--- config.mk ---
export PLATFORM = sky130hd
export DESIGN_NAME = spi_frame_rd_flat
export DESIGN_NICKNAME = d
export VERILOG_FILES = /design/src/rtl/spi_frame_rd_if.sv /design/src/rtl/spi_frame_rd.sv /design/src/flat_wrapper.sv
export SDC_FILE = /design/constraint.sdc
export NUM_CORES = 1
export LEC_CHECK = 0
export ABC_AREA = 0
export CAP_MARGIN = 20
export CORE_ASPECT_RATIO = 1.75
export CORE_MARGIN = 4
export CORE_UTILIZATION = 51
export DETAILED_ROUTE_END_ITERATION = 8
export PLACE_DENSITY_LB_ADDON = 0.08
export REMOVE_ABC_BUFFERS = 1
export SLEW_MARGIN = 20
export SYNTH_ARGS = -nofsm -noshare
export SYNTH_HDL_FRONTEND = slang
export SYNTH_SLANG_ARGS = --single-unit
--- constraint.sdc ---
create_clock -name clk_50 -period 3 [get_ports clk_50]
set_clock_uncertainty 0.2 [all_clocks]
set_input_delay 0.3 -clock clk_50 [delete_from_list [all_inputs] [get_ports clk_50]]
set_output_delay 0.3 -clock clk_50 [all_outputs]
set_load 0.03 [all_outputs]
--- src/rtl/spi_frame_rd_if.sv ---
// Signal bundle between the frame reader (master) and the logic that requests frames and feeds sdi (slave).
// start is a level request sampled on every IDLE edge; done is a one-cycle completion pulse; rx_data is valid from done onward.
interface spi_frame_rd_if;
  logic         start;
  logic         abort;
  logic         sdi;
  logic         cs;
  logic         spiclk;
  logic         busy;
  logic         done;
  logic [127:0] rx_data;
  logic [31:0]  counter_h_T;
  logic [31:0]  counter_per_T;
  logic [31:0]  counter_per_duty;
  logic [31:0]  counter_duty;
  logic [15:0]  frame_cnt;
  logic [2:0]   dbg_state;

  modport master (
    input  start, abort, sdi,
    output cs, spiclk, busy, done, rx_data,
    output counter_h_T, counter_per_T, counter_per_duty, counter_duty,
    output frame_cnt, dbg_state
  );

  modport slave (
    output start, abort, sdi,
    input  cs, spiclk, busy, done, rx_data,
    input  counter_h_T, counter_per_T, counter_per_duty, counter_duty,
    input  frame_cnt, dbg_state
  );
endinterface

--- src/rtl/spi_frame_rd.sv ---
// SPI master that reads one 128-bit frame (MSB first) from a counter slave per request
// and republishes it as four 32-bit counters once the frame completes.
module spi_frame_rd #(
  parameter int DIV      = 4,
  parameter int CS_SETUP = 2,
  parameter int CS_HOLD  = 2
) (
  input  logic          clk_50,
  input  logic          reset,
  spi_frame_rd_if.master bus
);

  typedef enum logic [2:0] {
    S_IDLE  = 3'd0,
    S_SETUP = 3'd1,
    S_LOW   = 3'd2,
    S_HIGH  = 3'd3,
    S_HOLD  = 3'd4
  } state_t;

  localparam logic [7:0] DIV_LAST   = 8'(DIV - 1);
  localparam logic [7:0] SETUP_LAST = 8'(CS_SETUP - 1);
  localparam logic [7:0] HOLD_LAST  = 8'(CS_HOLD - 1);

  state_t       r_state, w_state;
  logic [7:0]   r_phase, w_phase;
  logic [6:0]   r_bit_cnt, w_bit_cnt;
  logic [127:0] r_shift, w_shift;
  logic [127:0] r_rx, w_rx;
  logic [15:0]  r_frame_cnt, w_frame_cnt;
  logic         r_cs, w_cs;
  logic         r_spiclk, w_spiclk;
  logic         r_busy, w_busy;
  logic         r_done, w_done;

  always_ff @(posedge clk_50 or negedge reset) begin
    if (!reset) begin
      r_state     <= S_IDLE;
      r_phase     <= '0;
      r_bit_cnt   <= '0;
      r_shift     <= '0;
      r_rx        <= '0;
      r_frame_cnt <= '0;
      r_cs        <= 1'b1;
      r_spiclk    <= 1'b0;
      r_busy      <= 1'b0;
      r_done      <= 1'b0;
    end else begin
      r_state     <= w_state;
      r_phase     <= w_phase;
      r_bit_cnt   <= w_bit_cnt;
      r_shift     <= w_shift;
      r_rx        <= w_rx;
      r_frame_cnt <= w_frame_cnt;
      r_cs        <= w_cs;
      r_spiclk    <= w_spiclk;
      r_busy      <= w_busy;
      r_done      <= w_done;
    end
  end

  // Every output is the registered copy of its next value, so spiclk cannot glitch.
  always_comb begin
    w_state     = r_state;
    w_phase     = r_phase + 8'd1;
    w_bit_cnt   = r_bit_cnt;
    w_shift     = r_shift;
    w_rx        = r_rx;
    w_frame_cnt = r_frame_cnt;
    w_cs        = r_cs;
    w_spiclk    = r_spiclk;
    w_busy      = r_busy;
    w_done      = 1'b0;

    case (r_state)
      S_IDLE: begin
        w_phase = '0;
        if (bus.start && !bus.abort) begin
          w_state   = S_SETUP;
          w_cs      = 1'b0;
          w_busy    = 1'b1;
          w_bit_cnt = '0;
        end
      end
      S_SETUP: begin
        if (r_phase == SETUP_LAST) begin
          w_state = S_LOW;
          w_phase = '0;
        end
      end
      S_LOW: begin
        if (r_phase == DIV_LAST) begin
          w_state  = S_HIGH;
          w_phase  = '0;
          w_spiclk = 1'b1;
          w_shift  = {r_shift[126:0], bus.sdi};
        end
      end
      S_HIGH: begin
        if (r_phase == DIV_LAST) begin
          w_phase   = '0;
          w_spiclk  = 1'b0;
          w_bit_cnt = r_bit_cnt + 7'd1;
          w_state   = (r_bit_cnt == 7'd127) ? S_HOLD : S_LOW;
        end
      end
      S_HOLD: begin
        if (r_phase == HOLD_LAST) begin
          w_state     = S_IDLE;
          w_phase     = '0;
          w_cs        = 1'b1;
          w_busy      = 1'b0;
          w_done      = 1'b1;
          w_rx        = r_shift;
          w_frame_cnt = r_frame_cnt + 16'd1;
        end
      end
      default: begin
        w_state = S_IDLE;
        w_phase = '0;
      end
    endcase

    // Abort overrides whatever the active state decided, including a HOLD exit.
    if (r_state != S_IDLE && bus.abort) begin
      w_state     = S_IDLE;
      w_phase     = '0;
      w_bit_cnt   = '0;
      w_cs        = 1'b1;
      w_spiclk    = 1'b0;
      w_busy      = 1'b0;
      w_done      = 1'b0;
      w_rx        = r_rx;
      w_frame_cnt = r_frame_cnt;
    end
  end

  assign bus.cs               = r_cs;
  assign bus.spiclk           = r_spiclk;
  assign bus.busy             = r_busy;
  assign bus.done             = r_done;
  assign bus.rx_data          = r_rx;
  assign bus.counter_h_T      = r_rx[31:0];
  assign bus.counter_per_T    = r_rx[63:32];
  assign bus.counter_per_duty = r_rx[95:64];
  assign bus.counter_duty     = r_rx[127:96];
  assign bus.frame_cnt        = r_frame_cnt;
  assign bus.dbg_state        = r_state;

endmodule

--- src/flat_wrapper.sv ---
// flat-port wrapper written by rule: the top's interface ports become plain ports
module spi_frame_rd_flat 
#(
  parameter int DIV      = 4,
  parameter int CS_SETUP = 2,
  parameter int CS_HOLD  = 2
)
  (clk_50, reset, bus_start, bus_abort, bus_sdi, bus_cs, bus_spiclk, bus_busy, bus_done, bus_rx_data, bus_counter_h_T, bus_counter_per_T, bus_counter_per_duty, bus_counter_duty, bus_frame_cnt, bus_dbg_state);
  spi_frame_rd_if bus_i ();
  input  logic clk_50;
  input  logic reset;
  input wire logic [$bits(bus_i.start)-1:0] bus_start;
  input wire logic [$bits(bus_i.abort)-1:0] bus_abort;
  input wire logic [$bits(bus_i.sdi)-1:0] bus_sdi;
  output wire logic [$bits(bus_i.cs)-1:0] bus_cs;
  output wire logic [$bits(bus_i.spiclk)-1:0] bus_spiclk;
  output wire logic [$bits(bus_i.busy)-1:0] bus_busy;
  output wire logic [$bits(bus_i.done)-1:0] bus_done;
  output wire logic [$bits(bus_i.rx_data)-1:0] bus_rx_data;
  output wire logic [$bits(bus_i.counter_h_T)-1:0] bus_counter_h_T;
  output wire logic [$bits(bus_i.counter_per_T)-1:0] bus_counter_per_T;
  output wire logic [$bits(bus_i.counter_per_duty)-1:0] bus_counter_per_duty;
  output wire logic [$bits(bus_i.counter_duty)-1:0] bus_counter_duty;
  output wire logic [$bits(bus_i.frame_cnt)-1:0] bus_frame_cnt;
  output wire logic [$bits(bus_i.dbg_state)-1:0] bus_dbg_state;
  assign bus_i.start = bus_start;
  assign bus_i.abort = bus_abort;
  assign bus_i.sdi = bus_sdi;
  assign bus_cs = bus_i.cs;
  assign bus_spiclk = bus_i.spiclk;
  assign bus_busy = bus_i.busy;
  assign bus_done = bus_i.done;
  assign bus_rx_data = bus_i.rx_data;
  assign bus_counter_h_T = bus_i.counter_h_T;
  assign bus_counter_per_T = bus_i.counter_per_T;
  assign bus_counter_per_duty = bus_i.counter_per_duty;
  assign bus_counter_duty = bus_i.counter_duty;
  assign bus_frame_cnt = bus_i.frame_cnt;
  assign bus_dbg_state = bus_i.dbg_state;
  spi_frame_rd #(.DIV(DIV), .CS_SETUP(CS_SETUP), .CS_HOLD(CS_HOLD)) u_core (.clk_50(clk_50), .reset(reset), .bus(bus_i));
endmodule
==> key figures <==
Run status
  – Outcome: complete, no violations

Routing
  – Post-Route WL: 25.7 mm
  – Routed wire length per instance: approximately 16 um
  – Iter 0 DRT Violations: 313
  – DRC viols: 0
  – Number of vias in the routed layout: 8,009
  – DRT antenna net count: 0
  – DR pass1 iterations: 4
  – Via/cell ratio: 4.97

STA
  – RSZ-0062 raised after global routing: no
  – Worst-margin pin slew: 0.922 ns
  – Tmin final: roughly 2.4 ns
  – Final Max Slew Viols: 0
  – Fmax: 417 MHz
  – Rel. slew slack: 38.5%
  – Setup TNS: 0 ns
  – Final setup violation count: 0
  – Final hold viol count: 0
  – Final period util: 79.9%

Critical path
  – CP top delay family: buffers and inverters
  – Worst-path cell chain: clkdlybuf4s50_1
  – WP data required: between 2 and 3 ns
  – Worst stage delay on the critical path: 0.76 ns
  – Critical Path Fanout Max: 12
  – WP buf/inv: 1
  – Reg2reg start: u_core.r_phase[5]
  – R2r setup slk: between 0.6 and 0.7 ns
  – Worst R2R Path Depth: 6
  – CP max stage cell: clkdlybuf4s50_1
  – Reg-to-reg endpoint: u_core.bus.rx_data[22]
  – Critical Path Sink Type: primary output
  – Setup CP Type: reg2out
  – Worst setup SP type: flop
  – Worst endpoint data arrival time: about 1.9 ns

Yosys
  – Mapped cell area: between 10,000 and 15,000 um^2
  – Top cells by area, synth: dfrtp_1, mux2_4, nand2_1
  – Number of synthesized flops with an enable pin: 0
  – Yosys top cell area share: 56.7%
  – Synthesized area per cell: 11.5 um^2
  – Unique masters post-synth: 44
  – Warnings from Yosys: 0
  – Cells after Synth: ~1,100
  – Share of the yosys chip area belonging to registers: 56.9%
  – Top_reg_cell synth: dfrtp_1
  – #FFs+latches synth: between 200 and 300
  – Largest area contributor in the netlist: dfrtp_1
  – Post-synth ARST share: 100%

Floorplanning
  – Rows: between 70 and 80
  – Die height: 219 um
  – Full die area: 28,100 um^2
  – Core region area: 24,800 um^2
  – Starting density of the core: approximately 52%
  – Die X: ~130 um
  – IO Count: 284

Global route
  – Vias in the first global route: 8,344
  – First-pass GRT wire length: 42.7 mm
  – Global-route usage over all layers: 18.3%
  – Initial antenna violation count: 0
  – Overflow after GRT: 0
  – Pin count of the biggest net entering global routing: 99

Clocking
  – Clock slew at reported path FFs: 0.07 ns
  – Clock sink count: 294
  – # resized after CTS: 0
  – # hold bufs at CTS: 1
  – H-tree depth: 1
  – CTS root buf: clkbuf_16
  – Skew-Pair Late Insertion Delay: roughly 0.52 ns
  – Setup Fix Bufs, Post-CTS: 0
  – CTS Buf Count: 27
  – Clk buf depth: 3
  – CTS tree: done

Pwr
  – Pwr Density: 523 nW/um^2
  – Final Power: 8.41 mW
  – Static leakage: 8.24 nW
  – Max VDD drop: 0.408 mV

Cells and area
  – Synthesis-to-layout area growth: 24.3%
  – Layout Nets: 1,288
  – Share of cells above drive strength 1: roughly 16%
  – N_diodes: 0
  – Filler cells: 1,962

Place
  – Detailed placer's ending HPWL: 17.1 mm
  – Final Wtd Congestion: 0.761
  – IO buf count: 283

Flow run
  – Max Cap Viol: 0

Hold path
  – Hold Path Class: in2async
-- layout by cell type (no fill, tap or decap), drive strengths merged, types with 3 or more instances in the layout --
cell type	synthesis	final
a21oi	3	3
and3	4	4
buf	155	15
bufinv	0	6
clkbuf	20	36
clkdlybuf4s50	0	282
clkinv	0	5
dfrtp	293	293
ha	4	4
inv	6	6
mux2	129	129
nand2	402	402
nand2b	5	5
nand3	14	14
nand4	4	4
nor2	23	23
nor2b	3	3
nor3	3	3
o21ai	9	9
o31ai	4	4
or2	3	3
xnor2	13	13
xor2	10	10
-- stage by stage --
stage	hold slack, ns	util (%)	area [um^2]	worst slack, ns	cells
detailed placement	0.131	60.7	15100	0.475	1561
global placement	0.128	60.7	15100	0.493	1561
finish	0.127	64.7	16100	0.604	1611
global route	0.180	64.7	16100	0.455	1611
floorplan	-0.196	-	11700	-3.04	952
CTS	0.167	64.7	16100	0.579	1611
-- power by group --
part | switching [mW] | total, mW | internal, mW | leakage (nW)
combinational | 0.344 | 0.556 | 0.212 | 3.66
clock | 1.45 | 3.75 | 2.29 | 0.478
sequential | 0.0845 | 4.11 | 4.02 | 4.10
total | 1.88 | 8.41 | 6.53 | 8.24
-- state kept, by name, summed over array words and instances, names as in the netlist --
signal                count
u_core.bus.busy           1
u_core.bus.cs             1
u_core.bus.dbg_state      3
u_core.bus.done           1
u_core.bus.frame_cnt     16
u_core.bus.rx_data      128
u_core.bus.spiclk         1
u_core.r_bit_cnt          7
u_core.r_phase            8
u_core.r_shift          128
-- worst max-delay path by stage --
stage / cells after the start / start / slack [ns] / endpoint
6_report: 1 / u_core.bus.dbg_state[0] / 0.60 / bus_dbg_state[0]
3_3_place_gp: 7 / bus_abort / 0.49 / u_core.bus.rx_data[22]
4_1_cts: 1 / u_core.bus.dbg_state[0] / 0.58 / bus_dbg_state[0]
3_5_place_dp: 7 / bus_abort / 0.47 / u_core.bus.rx_data[22]
2_1_floorplan: 4 / u_core.r_phase[0] / -3.04 / u_core.r_shift[38]
5_1_grt: 5 / u_core.r_phase[5] / 0.46 / u_core.bus.rx_data[59]
-- metal layers --
layer | vias to the layer above | share of wire, % | global-route usage, % | wire length (um)
met5 | - | 0 | 0 | 0
met4 | 0 | 1.5 | 4.18 | 394
met3 | 26 | 4.2 | 2.42 | 1080
met2 | 195 | 52 | 31.8 | 13400
met1 | 4015 | 42 | 24.4 | 10800
li1 | 3773 | - | - | -
-- Yosys cell counts (all sizes together), types with 2 or more instances --
master	instances
xor2	10
a41oi	2
and2	2
o41ai	2
nand2b	5
nand4	4
nor2	23
nor2b	3
or2	3
nor3	3
ha	4
nand3	14
or3	2
inv	6
nor4	2
nand2	402
o21ai	9
mux2	129
and3	4
dfrtp	293
o31ai	4
a21oi	3
xnor2	13
clkbuf	20
buf	155
-- cell families after synthesis --
family          synth area share [%]
compound gates                  1.66
xor+xnor                        1.56
fa+ha+maj                      0.387
buf+inv                         9.90
flops                           56.9
mux                             14.8
simple gates                    14.8
-- layout make-up --
type	count	area, um^2	share of cell area, %
inverter	6	25.0	0.156
timing repair buffer	298	3020	18.8
multi-input combinational	652	4290	26.7
clock inverter	13	224	1.39
sequential	294	7360	45.8
tap	312	390	2.43
clock buffer	36	759	4.73
Note: power is estimated with default switching activity, not from simulation.
